<file path="config.mk">
export PLATFORM = sky130hd
export DESIGN_NAME = mem_arbiter
export DESIGN_NICKNAME = d
export VERILOG_FILES = /design/src/rtl/mem_arbiter.sv
export SDC_FILE = /design/constraint.sdc
export NUM_CORES = 1
export LEC_CHECK = 0
export ABC_AREA = 1
export BUFFER_PORTS_ARGS = -buffer_cell sky130_fd_sc_hd__buf_4
export CAP_MARGIN = 10
export CORE_AREA = 2 2 80 82
export DETAILED_ROUTE_END_ITERATION = 8
export DIE_AREA = 0 0 82 84
export PLACE_DENSITY = 0.62
export SLEW_MARGIN = 20
export SYNTH_ARGS = -nofsm -noshare
export SYNTH_HDL_FRONTEND = slang
export SYNTH_SLANG_ARGS = --single-unit
</file>
<file path="constraint.sdc">
create_clock -name clk -period 1.7 [get_ports clk]
set_input_delay 0 -clock clk [delete_from_list [all_inputs] [get_ports clk]]
set_output_delay 0 -clock clk [all_outputs]
set_load 0.02 [all_outputs]
</file>
<file path="src/rtl/mem_arbiter.sv">
// rtl/mem_arbiter.sv - two-master round-robin arbiter for a dual-port simram
//
// Master 0 (cpu) and master 1 (dma/debug) share one memory with an independent
// read port and write port. Each channel has its own round-robin pointer.
// Read data returns one cycle after the grant with a per-master valid strobe.
//
// Ports:
//   clk, reset                  clock, synchronous active-high reset
//   mN_rd_req_i, mN_raddr_i     read request / address (N = 0, 1)
//   mN_rd_gnt_o                 read grant, combinational
//   mN_rdata_o, mN_rvalid_o     read data (memory passthrough) and its strobe
//   mN_wr_req_i, mN_waddr_i,
//   mN_wdata_i                  write request / address / data
//   mN_wr_gnt_o                 write grant (write performed), combinational
//   mem_raddr_o, mem_re_o,
//   mem_rdata_i                 simram read port
//   mem_waddr_o, mem_wdata_o,
//   mem_we_o                    simram write port
//   m0_stall_o, m1_stall_o      saturating stall counters (MEM_ARB_STATS_EN only)
//
// Configuration macro: MEM_ARB_STATS_EN adds the stall counters.

module mem_arbiter #(
    parameter int AWIDTH = 16,
    parameter int DWIDTH = 16
) (
    input  logic              clk,
    input  logic              reset,
    input  logic              m0_rd_req_i,
    input  logic [AWIDTH-1:0] m0_raddr_i,
    output logic              m0_rd_gnt_o,
    output logic [DWIDTH-1:0] m0_rdata_o,
    output logic              m0_rvalid_o,
    input  logic              m0_wr_req_i,
    input  logic [AWIDTH-1:0] m0_waddr_i,
    input  logic [DWIDTH-1:0] m0_wdata_i,
    output logic              m0_wr_gnt_o,
    input  logic              m1_rd_req_i,
    input  logic [AWIDTH-1:0] m1_raddr_i,
    output logic              m1_rd_gnt_o,
    output logic [DWIDTH-1:0] m1_rdata_o,
    output logic              m1_rvalid_o,
    input  logic              m1_wr_req_i,
    input  logic [AWIDTH-1:0] m1_waddr_i,
    input  logic [DWIDTH-1:0] m1_wdata_i,
    output logic              m1_wr_gnt_o,
    output logic [AWIDTH-1:0] mem_raddr_o,
    output logic              mem_re_o,
    input  logic [DWIDTH-1:0] mem_rdata_i,
    output logic [AWIDTH-1:0] mem_waddr_o,
    output logic [DWIDTH-1:0] mem_wdata_o,
    output logic              mem_we_o
`ifdef MEM_ARB_STATS_EN
    ,
    output logic [15:0]       m0_stall_o,
    output logic [15:0]       m1_stall_o
`endif
);

    // Pointer value = master favoured when both request.
    logic rd_pri;
    logic wr_pri;
    // Outstanding read return: rd_tag records which master it belongs to.
    logic rd_pend;
    logic rd_tag;

    always_comb begin
        m0_rd_gnt_o = 1'b0;
        m1_rd_gnt_o = 1'b0;
        m0_wr_gnt_o = 1'b0;
        m1_wr_gnt_o = 1'b0;
        if (!reset) begin
            if (m0_rd_req_i && (!m1_rd_req_i || !rd_pri))
                m0_rd_gnt_o = 1'b1;
            else if (m1_rd_req_i)
                m1_rd_gnt_o = 1'b1;

            if (m0_wr_req_i && (!m1_wr_req_i || !wr_pri))
                m0_wr_gnt_o = 1'b1;
            else if (m1_wr_req_i)
                m1_wr_gnt_o = 1'b1;
        end
    end

    always_comb begin
        mem_re_o    = m0_rd_gnt_o | m1_rd_gnt_o;
        mem_we_o    = m0_wr_gnt_o | m1_wr_gnt_o;
        mem_raddr_o = '0;
        mem_waddr_o = '0;
        mem_wdata_o = '0;
        if (m0_rd_gnt_o)
            mem_raddr_o = m0_raddr_i;
        else if (m1_rd_gnt_o)
            mem_raddr_o = m1_raddr_i;
        if (m0_wr_gnt_o) begin
            mem_waddr_o = m0_waddr_i;
            mem_wdata_o = m0_wdata_i;
        end else if (m1_wr_gnt_o) begin
            mem_waddr_o = m1_waddr_i;
            mem_wdata_o = m1_wdata_i;
        end
    end

    always_ff @(posedge clk) begin
        if (reset) begin
            rd_pri  <= 1'b0;
            wr_pri  <= 1'b0;
            rd_pend <= 1'b0;
            rd_tag  <= 1'b0;
        end else begin
            // After a grant the other master is favoured: a grant to m0 sets the pointer to 1.
            if (mem_re_o)
                rd_pri <= m0_rd_gnt_o;
            if (mem_we_o)
                wr_pri <= m0_wr_gnt_o;
            rd_pend <= mem_re_o;
            rd_tag  <= m1_rd_gnt_o;
        end
    end

    // The valid is killed in a reset cycle so a return from the previous cycle never escapes.
    assign m0_rvalid_o = rd_pend & ~rd_tag & ~reset;
    assign m1_rvalid_o = rd_pend &  rd_tag & ~reset;
    assign m0_rdata_o  = mem_rdata_i;
    assign m1_rdata_o  = mem_rdata_i;

`ifdef MEM_ARB_STATS_EN
    logic m0_stall;
    logic m1_stall;

    assign m0_stall = (m0_rd_req_i & ~m0_rd_gnt_o) | (m0_wr_req_i & ~m0_wr_gnt_o);
    assign m1_stall = (m1_rd_req_i & ~m1_rd_gnt_o) | (m1_wr_req_i & ~m1_wr_gnt_o);

    always_ff @(posedge clk) begin
        if (reset) begin
            m0_stall_o <= '0;
            m1_stall_o <= '0;
        end else begin
            if (m0_stall && m0_stall_o != 16'hFFFF)
                m0_stall_o <= m0_stall_o + 16'd1;
            if (m1_stall && m1_stall_o != 16'hFFFF)
                m1_stall_o <= m1_stall_o + 16'd1;
        end
    end
`endif

endmodule

</file>
; Yosys cells after proc, flatten, opt, wreduce, memory -nomap -nowiden
; Cells that the tools add are included.
[totals]
regBits = 4
in_bits = 118
output_inout_bits = 88
[op_classes]
n_mux = 16
n_bitwise = 8
n_reduce_logical = 8
[ops]
columns = operator, count
row1 = 16-bit 2-to-1 mux, 6
row2 = 1-bit 2-to-1 mux, 10
row3 = 1-bit bitwise AND, 4
row4 = 1-bit zero test, 4
row5 = 1-bit logical AND, 2
row6 = 1-bit logical OR, 2
row7 = 1-bit NOT, 2
row8 = 1-bit OR, 2

; Longest topological paths before layout
; Gate-level depths: netlist (run 1).
[depth]
depth_word = 7
mapped_depth = 5
depth_no_buf = 4

; Worst setup path after synthesis (run 1)
; Ideal clock, no wire load.
[synth_timing]
path_type = reg2out
startpoint = reg rd_pri
endpoint = out mem_re_o
arrival_time_ns = 0.989
required_time_ns = 1.700
path_slack_ns = 0.711
stages_incl_launch_ff = 5
path_buffers = 1
cell_sequence = dfxtp_1 -> nand2_2 -> nand2_1 -> buf_4 -> a21oi_1
[synth_via]
elab_chain_cells = 6
word_cells_on_any_way = 8
classes_between = mux (4) / bitwise (1) / reduce/logical (3)
[synth_lines]
columns = item, line_no
row1 = start: declaration, 61  ; logic rd_pri;
row2 = start signal: assignment, 113  ; rd_pri <= m0_rd_gnt_o;
row3 = 1-bit zero test (*), 73  ; if (m0_rd_req_i && (!m1_rd_req_i || !rd_pri))
row4 = 1-bit logical OR (*), 73
row5 = 1-bit logical AND (*), 73
row6 = 1-bit 2-to-1 mux, 73
row7 = 1-bit 2-to-1 mux, 72  ; if (!reset) begin
row8 = 1-bit OR (*), 86  ; mem_re_o = m0_rd_gnt_o | m1_rd_gnt_o;
row9 = end: declaration, 48  ; output logic mem_re_o,
; Mark *: on every way between the ends. The rest lies on a longest branch, timed or not.

; Worst setup path in the final report (run 1)
[layout_timing]
startpoint = reg wr_pri
endpoint = out mem_wdata_o[9]
[layout_via]
elab_chain_cells = 7
word_cells_on_any_way = 9
classes_between = mux (6) / reduce/logical (3)
[layout_lines]
columns = item, line_no
row1 = start: declaration, 62  ; logic wr_pri;
row2 = start signal: assignment, 115  ; wr_pri <= m0_wr_gnt_o;
row3 = 1-bit zero test (*), 78  ; if (m0_wr_req_i && (!m1_wr_req_i || !wr_pri))
row4 = 1-bit logical OR (*), 78
row5 = 1-bit logical AND (*), 78
row6 = 1-bit 2-to-1 mux, 78
row7 = 1-bit 2-to-1 mux, 72
row8 = 16-bit 2-to-1 mux, 98  ; end else if (m1_wr_gnt_o) begin
row9 = 16-bit 2-to-1 mux (*), 95  ; if (m0_wr_gnt_o) begin
row10 = end: declaration, 51  ; output logic [DWIDTH-1:0] mem_wdata_o,
; Marks and branches as above.

==> results of run 1 <==
[worst reg2reg max path, cell delays in order, from the launching register on]
cell,delay [ns]
dfxtp_1,0.33
nand2_2,0.06
nand2_1,0.46
nand2_1,0.14
nor2_1,0.10
[state kept, by name, summed over array words and instances, names as in the netlist]
| register | flops |
|---|---|
| rd_pend | 1 |
| rd_pri | 1 |
| rd_tag | 1 |
| wr_pri | 1 |
[final timing paths]
path	startpoint	to	cells past startpoint
hold reg to reg	wr_pri$_SDFFE_PP0P_	wr_pri$_SDFFE_PP0P_	2
hold / removal	mem_rdata_i[4]	m0_rdata_o[4]	0
setup reg to reg	rd_pri$_SDFFE_PP0P_	rd_tag$_SDFF_PP0_	4
setup / recovery	wr_pri$_SDFFE_PP0P_	mem_wdata_o[9]	5
[Yosys cell counts]
| master | n | area share |
|---|---|---|
| a21oi_1 | 3 | 0.011 |
| buf_2 | 21 | 0.079 |
| buf_4 | 34 | 0.19 |
| buf_6 | 2 | 0.017 |
| dfxtp_1 | 4 | 0.060 |
| inv_1 | 4 | 0.011 |
| nand2_1 | 53 | 0.15 |
| nand2_2 | 3 | 0.014 |
| nand3_1 | 48 | 0.18 |
| nand4_1 | 48 | 0.23 |
| nor2_1 | 9 | 0.025 |
| nor2_4 | 1 | 0.0085 |
| nor2_8 | 1 | 0.015 |
| o21ai_0 | 2 | 0.0075 |
[routing by layer]
layer | routed length (um) | vias up | track usage | part of all wire
met2 | 3017 | 114 | 0.2720 | 0.50
met4 | 194 | 0 | 0.08030 | 0.032
met5 | 0 | - | 0 | 0
li1 | - | 1008 | - | -
met3 | 665 | 28 | 0.04221 | 0.11
met1 | 2181 | 896 | 0.1882 | 0.36
[placed cells by master (no fill, tap or decap)]
cell type	n
nor2_4	1
clkbuf_8	3
inv_1	4
nand4_1	48
nor2_1	9
o21ai_0	2
dfxtp_1	4
nor2_8	1
nand3_1	48
a21oi_1	3
buf_4	162
nand2_2	3
nand2_1	53
buf_12	1
[kinds of logic (layout without fill, tap and decap cells)]
logic type	Yosys count	after routing	synth area share
flip-flops	4	4	0.06038
AND/OR/NAND/NOR	163	163	0.6208
AO/OA/AOI/OAI	5	5	0.01886
buffers and inverters	61	170	0.3000
[power by group]
| group | leakage, nW | switching (W) | internal, W | total [W] |
|---|---|---|---|---|
| logic | 1.28 | 0.000333 | 0.000312 | 0.000644 |
| registers | 0.0333 | 0.00000359 | 0.000101 | 0.000105 |
| clock network | 0.0216 | 0.0000467 | 0.000151 | 0.000197 |
[metrics by stage]
step                total power [W]  instances  setup slack [ns]
floorplan                 0.0005216        233            0.7107
global placement          0.0007532        416            0.4221
detailed placement        0.0007530        416            0.4424
CTS                       0.0009565        419            0.2006
global route               0.001008        419           0.04958
finish                    0.0009467        419            0.2216
[cell type report]
type,instances,area share
clock buffers,3,0.01782
inverters,4,0.006479
multi-input cells,168,0.3661
flip-flops and latches,4,0.03456
well taps,77,0.04158
repair buffers,163,0.5335
==> results.toml, run 1 <==
[timing]
fmax_mhz = 676.4
period_share = 0.8697
tightest_slew_ns = 0.6215
whs_ns = 0.000009712
totalNegativeSetupSlack_ns = 0
finalCriticalPeriod_ns = 1.478
slew_violations = 0
setup_viol = 0
hold_viol = 0
finalClockSkew_ns = 0.002624
max_slew_margin = 0.5842
rsz0062_at_grt = "false"

[worst_setup_path]
critPathBufInv = 1
critPathMaxStageDelay_ns = 0.47
crit_family = "simple AND/OR/NAND/NOR gates"
rrSetupSlack_ns = 0.55
arrival_ns = 1.48
path_cells = "nand2_2, nand2_2, nand3_1, nand2_1, buf_4"
cpMostUsedCell = "nand2_2"
critPathMaxFanout = 34
end_kind = "output pin"
path_class = "reg2out"
crit_path_start_kind = "flop"
cpMaxStageDelayCell = "nand2_2"
required_ns = 1.70

[synthesis]
synth_cell_type_count = 14
syn_nets = 351
ys_warn_count = 0
syn_area_per_cell_um2 = 5.692
syn_inst = 233
netlist_area_um2 = 1326
ys_seq_area_frac = 0.06038
ys_seq_elements = 4

[detailed_routing]
ant_nets = 0
wirelength_um = 6058
dr.pass1.iters = 4
vias = 2046
wl_per_cell_um = 14.46
drtIter0Drc = 74
viasPerCell = 4.883
remaining_drc_errors = 0

[floorplan]
rows = 29
die_h_um = 84
start_util = 0.2176
die_w_um = 82
die-area_um2 = 6888
ios = 206
fp.coreArea_um2 = 6096

[status]
status = "finished clean"

[final_layout]
antennaDiodeCount = 0
multi_input_area_um2 = 848.3
area_growth_pct = 74.72
stdcell_area_um2 = 2317
drive_gt1_frac = 0.5000
seqCellArea_um2 = 80.08
num-fill-cells = 679
fin_util = 0.3801
fin_nets = 462

[clocking]
clock_sinks = 4
postCtsSetupBuffers = 0
hold_buffers = 0
cts_resized = 0
h-tree-depth = 1
cts_buffers = 3
cts_root_buf = "clkbuf_8"
clk_latency_ns = 0.21
tritoncts = "done"
cts_buffer_depth = 2
cts.clk_slew.worst_paths_ns = 0.03

[global_route]
grt.overflow.total = 0
grt_pass1_wl_um = 9045
grt_max_degree = 35
grt_pass1_vias = 1903
grt_usage = 0.1631
antenna_found_initial = 0

[placed_design]
port_buffers = 157
dpl.hpwl_um = 4636
routabilityCongestion = 0.8010
place_area_um2 = 2276

[hold_path]
worst_hold_path_type = "in2out"

[power_and_ir_drop]
pwr_density_cell_nw_per_um2 = 408.5
vdd_drop_max_mv = 0.2202
power.leakage_nw = 1.335

[job]
max_cap_viol_count = 0
Power figures use the tool's default switching activity.
==> run 2, diff against run 1 <==
Settings changed: BUFFER_PORTS_ARGS -buffer_cell sky130_fd_sc_hd__buf_4 to -buffer_cell sky130_fd_sc_hd__buf_2.
==> run 2 against run 1 <==
Against the previous run:
- sequential power hardly changed
- first-iteration DRC count is 18% higher
- setup slack better by 0.0029 ns
- combinational power is 18% lower
==> results.toml, run 2 (synthesis results as in run 1) <==
[worst_setup_path]
critPathBufInv = 1
cpMostUsedCell = "nand2_1"
rrSetupSlack_ns = 0.54
path_cells = "nand2_2, nand2_1, nand2_1, nor2_1, buf_2"
critPathMaxStageDelay_ns = 0.46
required_ns = 1.70
r2r-end = "rd_tag$_SDFF_PP0_"
end_kind = "output pin"
path_class = "reg2out"
crit_family = "simple AND/OR/NAND/NOR gates"
arrival_ns = 1.48
crit_path_start_kind = "flop"
rr_startpoint = "rd_pri$_SDFFE_PP0P_"
rr_worst_depth = 4
critPathMaxFanout = 20
cpMaxStageDelayCell = "nand2_1"

[hold_path]
hp-start = "mem_rdata_i[2]"
min_to = "m0_rdata_o[2]"
whs_path_depth = 0
worst_hold_path_type = "in2out"

[final_layout]
drive_gt1_frac = 0.5029
fin_nets = 464
final_common_cell = "buf_2"
area_growth_pct = 45.66
stdcell_area_um2 = 1932
final_cell_mix = "157 x buf_2, 53 x nand2_1, 48 x nand3_1, 48 x nand4_1, 9 x nor2_1"

[clocking]
cts_buffers = 3
cts.clk_slew.worst_paths_ns = 0.03
cts_root_buf = "clkbuf_8"
hold_buffers = 0
clk_latency_ns = 0.21
cts_buffer_depth = 2
cts_resized = 0
h-tree-depth = 1
postCtsSetupBuffers = 0
tritoncts = "done"
clock_sinks = 4

[global_route]
grt_max_degree = 35
grt_usage = 0.1395
grt.overflow.total = 0
grt_pass1_vias = 1568
grt_pass1_wl_um = 7707
antenna_found_initial = 2

[job]
max_cap_viol_count = 0

[detailed_routing]
vias = 2030
top_layer = "met4"
wl_per_cell_um = 13.07
ant_nets = 0
remaining_drc_errors = 0
viasPerCell = 4.799
met1Wirelength_um = 2107
drtIter0Drc = 87
met2_length_um = 2798
dr.pass1.iters = 4
wirelength_um = 5529
wl_met3_um = 530

[timing]
slew_violations = 0
hold_viol = 0
max_slew_margin = 0.5851
setup_viol = 0
fmax_mhz = 677.7
tightest_slew_ns = 0.6209
rsz0062_at_grt = "false"
finalCriticalPeriod_ns = 1.476
totalNegativeSetupSlack_ns = 0
finalClockSkew_ns = 0.001662
period_share = 0.8680

[floorplan]
die-area_um2 = 6888
die_h_um = 84
ios = 206
start_util = 0.2176
rows = 29
die_w_um = 82
fp.coreArea_um2 = 6096

[power_and_ir_drop]
pwr_density_cell_nw_per_um2 = 427.3
vdd_drop_max_mv = 0.1662
power.leakage_nw = 1.240

[placed_design]
place_area_um2 = 1886
port_buffers = 157
dpl.hpwl_um = 4280
routabilityCongestion = 0.7231

[status]
status = "finished clean"
## run 2: changes by cell type in the layout (fill, tap and decap cells not counted)
cell | before | now
buf_4 | 162 | 8
buf_2 | 0 | 157
diode_2 | 0 | 2
buf_12 | 1 | 0
## run 2: how the worst max path moves through the flow
| stage | startpoint | end | slack, ns | depth (start not counted) |
|---|---|---|---|---|
| after CTS | rd_pri$_SDFFE_PP0P_ | m1_rd_gnt_o | 0.22 | 5 |
| after global routing | rd_pri$_SDFFE_PP0P_ | m1_rd_gnt_o | 0.04 | 5 |
| after floorplan | rd_pri$_SDFFE_PP0P_ | mem_re_o | 0.71 | 4 |
| final | rd_pri$_SDFFE_PP0P_ | m1_rd_gnt_o | 0.22 | 5 |
| after global placement | rd_pri$_SDFFE_PP0P_ | m1_rd_gnt_o | 0.47 | 5 |
| after detailed placement | rd_pri$_SDFFE_PP0P_ | m1_rd_gnt_o | 0.46 | 5 |
## run 2: metal layers
| layer | track usage | up-vias |
|---|---|---|
| li1 | - | 1015 |
| met1 | 0.1666 | 882 |
| met2 | 0.2424 | 113 |
| met3 | 0.02597 | 20 |
| met4 | 0.05000 | 0 |
| met5 | 0 | - |
## run 2: cell type report
class	count	area (um^2)
fill	684	4164
multi-input combinational	168	848.3
timing repair buffer	165	845.8
tap	77	96.34
sequential	4	80.08
clock buffer	3	41.29
inverter	4	15.01
antenna	2	5.005
## run 2: metrics by stage
stage	setup slack, ns	power, W	util	hold WS [ns]	instances
2_1_floorplan	0.7107	0.0005216	-	0.1126	233
3_3_place_gp	0.4680	0.0006320	0.3093	0.0002001	418
3_5_place_dp	0.4594	0.0006348	0.3093	0.0002001	418
4_1_cts	0.2188	0.0008353	0.3161	0.0002001	421
5_1_grt	0.03864	0.0008855	0.3169	0.00004557	423
6_report	0.2245	0.0008255	0.3169	0.00001133	423
## run 2: worst reg2reg max path: stages (launching register included)
cell	delay (ns)
dfxtp_1	0.34
nand2_2	0.06
nand2_1	0.46
nand2_1	0.14
nor2_1	0.11
## run 2: where the power goes
group          switching, W  internal (W)
clock network     0.0000425      0.000150
logic              0.000325      0.000202
registers        0.00000380      0.000101
